### src/rtl/tpu_sched_pkg.sv
// ---------------------------------------------------------------------------
// tpu_sched_pkg
//   Shared sizing constants, the scheduler state enum and a kernel-size
//   validity helper for conv_batch_scheduler and its address walker.
//   No ports (package).
// ---------------------------------------------------------------------------
package tpu_sched_pkg;

    localparam int DATA_WIDTH   = 16;
    localparam int IMAGE_WIDTH  = 5;
    localparam int IMAGE_HEIGHT = 5;
    localparam int NUM_UNITS    = 9;
    localparam int MEM_SIZE     = IMAGE_WIDTH * IMAGE_HEIGHT;
    localparam int AW           = $clog2(MEM_SIZE);
    localparam int KD_W         = $clog2(IMAGE_WIDTH + 1);
    localparam int LEN_W        = $clog2(IMAGE_WIDTH * IMAGE_WIDTH + 1);
    localparam int LANE_W       = $clog2(NUM_UNITS);
    localparam int K_MAX        = (IMAGE_WIDTH < IMAGE_HEIGHT) ? IMAGE_WIDTH : IMAGE_HEIGHT;

    typedef enum logic [2:0] {
        S_IDLE,
        S_SETUP,
        S_ARM,
        S_RUN,
        S_STORE,
        S_FINISH
    } sched_state_t;

    // A kernel must be non-empty and fit inside the map in both directions.
    function automatic logic kdim_ok(input logic [KD_W-1:0] k);
        return (k != '0) && (k <= KD_W'(K_MAX));
    endfunction

endpackage

### src/rtl/conv_batch_scheduler_if.sv
// ---------------------------------------------------------------------------
// conv_batch_scheduler_if
//   Bundles the scheduler <-> TPU control bus and the result-memory write
//   port.
//   master : scheduler side (drives TPU controls and result writes)
//   slave  : TPU / result memory side (returns tpu_done and tpu_relu)
// ---------------------------------------------------------------------------
interface conv_batch_scheduler_if;
    import tpu_sched_pkg::*;

    logic                            tpu_start;
    logic                            tpu_read;
    logic [NUM_UNITS*AW-1:0]         tpu_addr1;
    logic [NUM_UNITS*AW-1:0]         tpu_addr2;
    logic [NUM_UNITS-1:0]            tpu_active;
    logic [KD_W-1:0]                 tpu_kdim;
    logic [LEN_W-1:0]                tpu_len;
    logic                            tpu_done;
    logic [NUM_UNITS*DATA_WIDTH-1:0] tpu_relu;
    logic                            res_we;
    logic [NUM_UNITS*AW-1:0]         res_addr;
    logic [NUM_UNITS*DATA_WIDTH-1:0] res_data;

    modport master (
        output tpu_start, tpu_read, tpu_addr1, tpu_addr2, tpu_active,
               tpu_kdim, tpu_len, res_we, res_addr, res_data,
        input  tpu_done, tpu_relu
    );

    modport slave (
        input  tpu_start, tpu_read, tpu_addr1, tpu_addr2, tpu_active,
               tpu_kdim, tpu_len, res_we, res_addr, res_data,
        output tpu_done, tpu_relu
    );

endinterface

### src/rtl/conv_addr_walker.sv
// ---------------------------------------------------------------------------
// conv_addr_walker
//   Walks output pixels row-major over an ow x oh output grid and presents
//   the current window top-left address and dense output index.
//   clk, reset : clock, synchronous active-low reset
//   clear      : restart the walk at pixel (0,0)
//   step       : advance to the next pixel (ignored once the walk is done)
//   ow, oh     : output grid width / height
//   addr       : window top-left address r*IMAGE_WIDTH + c
//   idx        : dense output index k
//   valid      : k < ow*oh, i.e. addr/idx name a real output pixel
// ---------------------------------------------------------------------------
module conv_addr_walker
    import tpu_sched_pkg::*;
(
    input  logic            clk,
    input  logic            reset,
    input  logic            clear,
    input  logic            step,
    input  logic [KD_W-1:0] ow,
    input  logic [KD_W-1:0] oh,
    output logic [AW-1:0]   addr,
    output logic [AW-1:0]   idx,
    output logic            valid
);

    logic [KD_W-1:0] r, c;
    logic [AW-1:0]   row_base;   // r*IMAGE_WIDTH, kept incrementally
    logic [AW-1:0]   k;

    // Running out of rows is equivalent to k reaching ow*oh, so no
    // product of the grid dimensions is ever formed.
    assign valid = (r < oh);
    assign addr  = row_base + AW'(c);
    assign idx   = k;

    always_ff @(posedge clk) begin
        if (!reset || clear) begin
            r        <= '0;
            c        <= '0;
            row_base <= '0;
            k        <= '0;
        end else if (step && valid) begin
            // NOTE: non-blocking assignments keep every register update
            // based on pre-edge values, so r/c/row_base stay consistent.
            k <= k + AW'(1);
            if (c == ow - KD_W'(1)) begin
                c        <= '0;
                r        <= r + KD_W'(1);
                row_base <= row_base + AW'(IMAGE_WIDTH);
            end else begin
                c <= c + KD_W'(1);
            end
        end
    end

endmodule

### src/rtl/conv_batch_scheduler.sv
// ---------------------------------------------------------------------------
// conv_batch_scheduler
//   Runs a full stride-1 KxK convolution on the TPU in batches of NUM_UNITS
//   output pixels: programs per-lane window addresses, starts the TPU, and
//   writes each batch's relu vector to the result memory.
//   clk, reset : clock, synchronous active-low reset
//   go         : start request (sampled in IDLE only)
//   cfg_kdim   : kernel dimension K, latched on an accepted go
//   busy       : accepted go through the FINISH cycle
//   conv_done  : 1-cycle pulse in FINISH
//   cfg_err    : 1-cycle pulse for a rejected go
//   bus        : TPU control + result write port (master side)
// ---------------------------------------------------------------------------
module conv_batch_scheduler
    import tpu_sched_pkg::*;
(
    input  logic                   clk,
    input  logic                   reset,
    input  logic                   go,
    input  logic [KD_W-1:0]        cfg_kdim,
    output logic                   busy,
    output logic                   conv_done,
    output logic                   cfg_err,
    conv_batch_scheduler_if.master bus
);

    sched_state_t state;
    logic [LANE_W-1:0] lane;
    logic [KD_W-1:0]   kdim_q;
    logic [LEN_W-1:0]  len_q;
    logic              start_q, read_q, we_q;

    logic [NUM_UNITS-1:0]                 active_q;
    logic [NUM_UNITS-1:0][AW-1:0]         addr1_q;
    logic [NUM_UNITS-1:0][AW-1:0]         raddr_q;
    logic [NUM_UNITS-1:0][DATA_WIDTH-1:0] rdata_q;
    logic [NUM_UNITS-1:0][DATA_WIDTH-1:0] relu_v;

    logic            w_clear, w_step, w_valid;
    logic [AW-1:0]   w_addr, w_idx;
    logic [KD_W-1:0] ow, oh;

    assign ow      = KD_W'(IMAGE_WIDTH + 1) - kdim_q;
    assign oh      = KD_W'(IMAGE_HEIGHT + 1) - kdim_q;
    assign w_clear = (state == S_IDLE) && go && kdim_ok(cfg_kdim);
    assign w_step  = (state == S_SETUP);
    assign relu_v  = bus.tpu_relu;

    conv_addr_walker u_walker (
        .clk   (clk),
        .reset (reset),
        .clear (w_clear),
        .step  (w_step),
        .ow    (ow),
        .oh    (oh),
        .addr  (w_addr),
        .idx   (w_idx),
        .valid (w_valid)
    );

    assign bus.tpu_start  = start_q;
    assign bus.tpu_read   = read_q;
    assign bus.tpu_addr1  = addr1_q;
    assign bus.tpu_addr2  = '0;          // kernel always sits at base 0
    assign bus.tpu_active = active_q;
    assign bus.tpu_kdim   = kdim_q;
    assign bus.tpu_len    = len_q;
    assign bus.res_we     = we_q;
    assign bus.res_addr   = raddr_q;
    assign bus.res_data   = rdata_q;

    always_ff @(posedge clk) begin
        if (!reset) begin
            // NOTE: the lane register files are small and drive outputs
            // directly, so they are reset to give all-zero outputs.
            state     <= S_IDLE;
            lane      <= '0;
            kdim_q    <= '0;
            len_q     <= '0;
            start_q   <= 1'b0;
            read_q    <= 1'b0;
            we_q      <= 1'b0;
            busy      <= 1'b0;
            conv_done <= 1'b0;
            cfg_err   <= 1'b0;
            active_q  <= '0;
            addr1_q   <= '0;
            raddr_q   <= '0;
            rdata_q   <= '0;
        end else begin
            conv_done <= 1'b0;
            cfg_err   <= 1'b0;
            case (state)
                S_IDLE: begin
                    if (go) begin
                        if (kdim_ok(cfg_kdim)) begin
                            kdim_q <= cfg_kdim;
                            len_q  <= LEN_W'(cfg_kdim) * LEN_W'(cfg_kdim);
                            busy   <= 1'b1;
                            lane   <= '0;
                            state  <= S_SETUP;
                        end else begin
                            cfg_err <= 1'b1;
                        end
                    end
                end
                S_SETUP: begin
                    if (w_valid) begin
                        addr1_q[lane]  <= w_addr;
                        raddr_q[lane]  <= w_idx;
                        active_q[lane] <= 1'b1;
                    end else begin
                        // Lane 0 is always live in a batch; shadowing it makes
                        // an ungated write of an idle lane a harmless rewrite.
                        addr1_q[lane]  <= '0;
                        raddr_q[lane]  <= raddr_q[0];
                        active_q[lane] <= 1'b0;
                    end
                    if (lane == LANE_W'(NUM_UNITS - 1)) begin
                        read_q <= 1'b1;
                        state  <= S_ARM;
                    end else begin
                        lane <= lane + LANE_W'(1);
                    end
                end
                S_ARM: begin
                    start_q <= 1'b1;
                    state   <= S_RUN;
                end
                S_RUN: begin
                    if (bus.tpu_done) begin
                        start_q <= 1'b0;
                        read_q  <= 1'b0;
                        we_q    <= 1'b1;
                        for (int u = 0; u < NUM_UNITS; u++) begin
                            rdata_q[u] <= active_q[u] ? relu_v[u] : relu_v[0];
                        end
                        state <= S_STORE;
                    end
                end
                S_STORE: begin
                    we_q <= 1'b0;
                    lane <= '0;
                    if (w_valid) begin
                        state <= S_SETUP;
                    end else begin
                        conv_done <= 1'b1;
                        state     <= S_FINISH;
                    end
                end
                S_FINISH: begin
                    busy  <= 1'b0;
                    state <= S_IDLE;
                end
                default: state <= S_IDLE;
            endcase
        end
    end

endmodule

### src/flat_wrapper.sv
// flat-port wrapper written by rule: the top's interface ports become plain ports
module conv_batch_scheduler_flat import tpu_sched_pkg::*;
  (clk, reset, go, cfg_kdim, busy, conv_done, cfg_err, bus_tpu_start, bus_tpu_read, bus_tpu_addr1, bus_tpu_addr2, bus_tpu_active, bus_tpu_kdim, bus_tpu_len, bus_res_we, bus_res_addr, bus_res_data, bus_tpu_done, bus_tpu_relu);
  conv_batch_scheduler_if bus_i ();
  input  logic clk;
  input  logic reset;
  input  logic go;
  input  logic [KD_W-1:0] cfg_kdim;
  output logic busy;
  output logic conv_done;
  output logic cfg_err;
  output wire logic [$bits(bus_i.tpu_start)-1:0] bus_tpu_start;
  output wire logic [$bits(bus_i.tpu_read)-1:0] bus_tpu_read;
  output wire logic [$bits(bus_i.tpu_addr1)-1:0] bus_tpu_addr1;
  output wire logic [$bits(bus_i.tpu_addr2)-1:0] bus_tpu_addr2;
  output wire logic [$bits(bus_i.tpu_active)-1:0] bus_tpu_active;
  output wire logic [$bits(bus_i.tpu_kdim)-1:0] bus_tpu_kdim;
  output wire logic [$bits(bus_i.tpu_len)-1:0] bus_tpu_len;
  output wire logic [$bits(bus_i.res_we)-1:0] bus_res_we;
  output wire logic [$bits(bus_i.res_addr)-1:0] bus_res_addr;
  output wire logic [$bits(bus_i.res_data)-1:0] bus_res_data;
  input wire logic [$bits(bus_i.tpu_done)-1:0] bus_tpu_done;
  input wire logic [$bits(bus_i.tpu_relu)-1:0] bus_tpu_relu;
  assign bus_tpu_start = bus_i.tpu_start;
  assign bus_tpu_read = bus_i.tpu_read;
  assign bus_tpu_addr1 = bus_i.tpu_addr1;
  assign bus_tpu_addr2 = bus_i.tpu_addr2;
  assign bus_tpu_active = bus_i.tpu_active;
  assign bus_tpu_kdim = bus_i.tpu_kdim;
  assign bus_tpu_len = bus_i.tpu_len;
  assign bus_res_we = bus_i.res_we;
  assign bus_res_addr = bus_i.res_addr;
  assign bus_res_data = bus_i.res_data;
  assign bus_i.tpu_done = bus_tpu_done;
  assign bus_i.tpu_relu = bus_tpu_relu;
  conv_batch_scheduler u_core (.clk(clk), .reset(reset), .go(go), .cfg_kdim(cfg_kdim), .busy(busy), .conv_done(conv_done), .cfg_err(cfg_err), .bus(bus_i));
endmodule
### config.mk
export PLATFORM = sky130hd
export DESIGN_NAME = conv_batch_scheduler_flat
export DESIGN_NICKNAME = d
export VERILOG_FILES = /design/src/rtl/tpu_sched_pkg.sv /design/src/rtl/conv_batch_scheduler_if.sv /design/src/rtl/conv_addr_walker.sv /design/src/rtl/conv_batch_scheduler.sv /design/src/flat_wrapper.sv
export SDC_FILE = /design/constraint.sdc
export NUM_CORES = 1
export LEC_CHECK = 0
export CORE_AREA = 2 2 177 179
export CTS_CLUSTER_SIZE = 8
export DETAILED_ROUTE_END_ITERATION = 6
export DIE_AREA = 0 0 179 181
export PLACE_DENSITY_LB_ADDON = 0.25
export SETUP_SLACK_MARGIN = 0.4
export SLEW_MARGIN = 40
export SYNTH_ARGS = -nofsm -noshare
export SYNTH_HDL_FRONTEND = slang
export SYNTH_SLANG_ARGS = --single-unit
### constraint.sdc
create_clock -name clk -period 6.8 [get_ports clk]
set_input_delay 0.68 -clock clk [delete_from_list [all_inputs] [get_ports clk]]
set_output_delay 0.68 -clock clk [all_outputs]
set_load 0.01 [all_outputs]
**After elaboration in Yosys (flattened, before gate mapping)**

Cells that the tools add are included.

- Flip-flop bits (word level): 280
- Bits in latches: 0
- RAM bits: 0
- Memory bits (read-only): 0
- Bits of input ports: 151
- Output and inout bits: 302
- Word-level logic and storage cells: 137
- Memories kept: 0

- $add $sub $neg: 8
- Multipliers: 1
- Divide/modulo/power cells: 0
- $lt $le $gt $ge: 4
- Eq/ne operators: 12
- Shift-type cells: 0
- Mux-type cells: 40
- Bitwise logic cells: 5
- Reductions and logical operators: 25

Operator list:

| kind | count |
|---|---|
| bitwise mux 45 bit | 3 |
| 2-to-1 mux 16 bit | 8 |
| 2-to-1 mux 45 bit | 2 |
| bitwise AND 45 bit | 1 |
| inverter 45 bit | 1 |
| demux 5 bit (select 4 bit) | 1 |
| 2-to-1 mux 3 bit | 6 |
| one-hot mux 3 bit (5 select lines) | 1 |
| 2-to-1 mux 4 bit | 3 |
| one-hot mux 4 bit (3 select lines) | 1 |
| AND reduction 3 bit | 4 |
| AND reduction 2 bit | 5 |
| bitwise AND 9 bit | 1 |
| 2-to-1 mux 9 bit | 1 |
| inverter 9 bit | 1 |
| bitwise OR 9 bit | 1 |
| 2-to-1 mux 1 bit | 8 |
| != test 2 bit (second input constant) | 4 |
| one-hot mux 1 bit (2 select lines) | 4 |
| AND reduction 4 bit | 2 |
| nonzero test 2 bit | 4 |
| adder 3 x 1 -> 3 bit (second input constant) | 2 |
| == test 3 x 2 -> 1 bit (second input constant) | 2 |
| == test 3 bit (second input constant) | 2 |
| other kinds (22) | 27 |

**Longest topological paths before layout**

- Word-level depth: 7
- Depth in mapped cells: 11
- Depth with buffers taken out: 9

**Hierarchy**

From an unflattened synthesis, not the netlist that was laid out.

- Cell total of the unflattened synthesis: 1320
- Area total of the unflattened synthesis: 12130.4 um2

By module, submodules not included:

| module | times used | cells each | area an instance (um2) | seq. area each (um2) |
|---|---|---|---|---|
| conv_batch_scheduler | 1 | 1202 | 11128.2 | 5245.0 |
| conv_addr_walker | 1 | 118 | 1002.2 | 320.3 |

**Worst setup path after synthesis**

Ideal clock, no wire load.

- Kind: register -> register
- Start point: register, netlist name u_core.bus.tpu_len[0]
- End point: register u_core.u_walker.row_base[3]
- Setup time: 70 ps
- Arrival time: 2201 ps
- Required time: 6730 ps
- Path slack: 4530 ps
- Stages on the path, launching flop included: 10
- Path buffers: 1
- Clock period less this slack: 2270 ps
- Cells stage by stage: dfxtp_1 ha_1 xor2_1 ha_1 a21oi_1 o21a_1 buf_4 nand4_1 or3_1 a21oi_1

RTL lines:

| element | RTL line | RTL |
|---|---|---|
| to (signal assigned) | conv_addr_walker.sv:50 | `row_base <= row_base + AW'(IMAGE_WIDTH);` |
| to (decl) | conv_addr_walker.sv:28 | `logic [AW-1:0] row_base;` |

==> metrics <==
synth unique cells 47; most repeated cell in the gate-level netlist after synthesis sky130_fd_sc_hd__dfxtp_1; overall track demand over capacity in global routing 25.64%; final WL 42960 um; proportion of synthesized flip-flops having asynchronous set or reset 0%; number of synthesized flops with an enable pin 0; number of port buffers 406; count of buffers added by post-CTS timing repair for setup 0; Final TNS setup 0 ns; max_cap viols 0; library cell with the largest summed area after synthesis sky130_fd_sc_hd__dfxtp_1; clock buffer count from CTS 40; hold buffers post-CTS 0; Clock transition at path regs 0.05 ns; count of synthesis-stage warnings from yosys 0; Util after Layout 57.43%; Slew @ Worst Pin 0.7943 ns; crit share post-route 51.49%; number of sinks on the clock net 278; relative slew slack 46.88%; result of the run complete, no violations; effective utilization at floorplan 40.92%; CTS tree built; leading post-synthesis cells by cell area sky130_fd_sc_hd__dfxtp_1 (45%), sky130_fd_sc_hd__mux2i_1 (11%), sky130_fd_sc_hd__o211a_1 (11%), sky130_fd_sc_hd__nand2_1 (7.2%), sky130_fd_sc_hd__o21ai_0 (4.4%); worst clock skew 0.01020 ns; clock root cell sky130_fd_sc_hd__clkbuf_16; Req. time, crit path 7.23 ns; DRC violations left 0; top-level port count 453; main flop type after synthesis sky130_fd_sc_hd__dfxtp_1; total power consumption of the routed design 0.003710 W; count of endpoints failing setup in the final report 0; number of gates resized after cts 0; initial antenna violation count 6; static leakage 7.669 nW; Clock Latency Late Sink 0.51 ns; CORE AREA 30350 um^2; Crit Path Category reg -> reg; Chip Width 179 um; Seq. cell area 5565 um^2; share of final-layout standard cells stronger than drive strength 1 3.959%; unrepaired setup endpoints after global routing no; drt via density 5.246; signal arrival time at the worst endpoint 3.93 ns; Max clock buf depth 3; minimum clock period after layout 3.501 ns; cell area after synthesis 12420 um^2; element type at the critical path end flop; synthesized netlist cell count 1331; maximum number of pins on one net before global-route repair 123; max-slew violation count 0; fillcell total 2689; count of final hold-check violations 0; half-perimeter wire length after placement 29830 um; global-route wire length before repair 63130 um; area added between synthesis and finish 40.33%; WL/cell 20.76 um; worst hold-check path type reg -> reg; Nets 1834; Synth top area share 44.81%; weighted congestion reported at the end of routability-driven placement 0.8344; number of violations reported at the end of detailed-routing iteration 0 672; full die area 32400 um^2; total area of multi-input combinational cells 6073 um^2; number of detailed-routing iterations run before antenna repair 5; leading post-synthesis cells by instance count sky130_fd_sc_hd__dfxtp_1 (278), sky130_fd_sc_hd__nand2_1 (239), sky130_fd_sc_hd__mux2i_1 (135); largest vdd supply drop 170.1 uV; number of global-route vias before repair 10335; sequential area share after synthesis 44.81%; mean cell area of the mapped netlist 9.331 um^2; worst-path fanout max 19; post-route ant nets 0; maximum clock rate 0.2856 GHz; number of levels the H-tree was split into 2; Chip Height 181 um; total number of vias 10854; power per standard cell area 212.9 nW/um^2; floorplan row count 64; Seq cells post-synth 278; element type at the critical path start flop; global route total overflow 0
==> final cells by class <==
class	count	area share, %
Clock buffer	43	5.930
Timing Repair Buffer	419	24.21
Inverter	7	0.1508
Antenna cell	6	0.08615
Sequential cell	278	31.93
Tap cell	396	2.843
Multi-Input combinational cell	920	34.85
==> state kept, by name (all words and copies together) (netlist names), named ones only <==
name and cells:
u_core.u_walker.r 3, u_core.bus.res_we 1, u_core.u_walker.idx 5, u_core.bus.res_addr 45
u_core.cfg_err 1, u_core.bus.tpu_start 1, u_core.bus.res_data 144, u_core.bus.tpu_read 1
u_core.bus.tpu_len 4, u_core.u_walker.row_base 5, u_core.conv_done 1, u_core.state 3
u_core.bus.tpu_addr1 45, u_core.lane 4, u_core.u_walker.c 3, u_core.bus.tpu_kdim 2
u_core.busy 1
==> logic make-up (layout without fill, tap and decap cells) <==
| kind of cell | count (synthesis) | in the layout | share of synthesized area (%) |
|---|---|---|---|
| flip-flops | 278 | 278 | 44.81 |
| buffers and inverters | 178 | 469 | 7.788 |
| other | 1 | 52 | 0.03019 |
| XOR/XNOR | 16 | 16 | 1.128 |
| AO/OA/AOI/OAI | 331 | 331 | 19.54 |
| adder cells (fa/ha/maj) | 17 | 17 | 1.773 |
| multiplexers | 135 | 135 | 10.88 |
| AND/OR/NAND/NOR | 375 | 375 | 14.04 |
==> worst paths after layout <==
kind                              start                     endpoint  slack, ns  depth (start not counted)
hold reg to reg             u_core.busy                  u_core.busy       0.45                          2
hold / removal              u_core.busy                  u_core.busy       0.45                          2
setup / recovery  u_core.bus.tpu_len[0]  u_core.u_walker.row_base[3]       3.30                          8
setup reg to reg  u_core.bus.tpu_len[0]  u_core.u_walker.row_base[3]       3.30                          8
==> critical path, cell delays in order (launching register included) <==
cell and delay (ns):
sky130_fd_sc_hd__dfxtp_1 0.45, sky130_fd_sc_hd__ha_1 0.20, sky130_fd_sc_hd__xor2_1 0.23, sky130_fd_sc_hd__ha_1 0.29, sky130_fd_sc_hd__a21oi_1 0.29, sky130_fd_sc_hd__o21a_1 0.67, sky130_fd_sc_hd__nand4_1 0.62, sky130_fd_sc_hd__or3_1 0.53
sky130_fd_sc_hd__a21oi_1 0.15
==> report_power, final <==
| part | total [W] | leakage (nW) | internal [W] | switching (W) |
|---|---|---|---|---|
| Sequential | 0.00167 | 2.24 | 0.00165 | 0.0000163 |
| Clock | 0.00174 | 0.508 | 0.00105 | 0.000689 |
| Combinational | 0.000301 | 4.92 | 0.000148 | 0.000153 |
| Total | 0.00371 | 7.67 | 0.00285 | 0.000859 |
==> per-stage QoR <==
stage | hold WS, ns | setup WS [ns] | std cells | instance area, um^2
global route | 0.4707 | 3.033 | 2068 | 17430
detailed placement | 0.4436 | 3.451 | 2020 | 16360
global placement | 0.4356 | 3.589 | 2018 | 16310
CTS | 0.4513 | 3.421 | 2063 | 17400
finish | 0.4461 | 3.299 | 2069 | 17430
floorplan | 0.4559 | 4.530 | 1376 | 12590
==> placed cells by master, fill, tap and decap left out, drive strengths merged, types with 2 or more instances in the layout <==
master / count
and3: 5
clkdlybuf4s50: 405
clkbuf: 43
xnor2: 7
ha: 16
nand3b: 6
o21a: 2
or3: 5
nand3: 36
diode: 6
a21o: 2
nor4b: 2
a21oi: 46
and2: 41
conb: 46
nand4: 3
nand2: 239
a31oi: 7
dfxtp: 278
nor2b: 8
and2b: 2
o21ai: 110
xor2: 9
a21boi: 29
buf: 14
o211a: 131
nor2: 15
mux2i: 135
nor3: 4
inv: 7
nand2b: 3
==> per-layer routing <==
metal | global-route usage, % | wire length [um] | vias up | part of all wire [%]
li1 | - | - | 5183 | -
met1 | 30.53 | 17260 | 5164 | 40
met2 | 43.46 | 20800 | 422 | 48
met3 | 7.639 | 3511 | 85 | 8.2
met4 | 9.106 | 1391 | 0 | 3.2
met5 | 0 | 0 | - | 0
(Power assumes the default switching activity.)
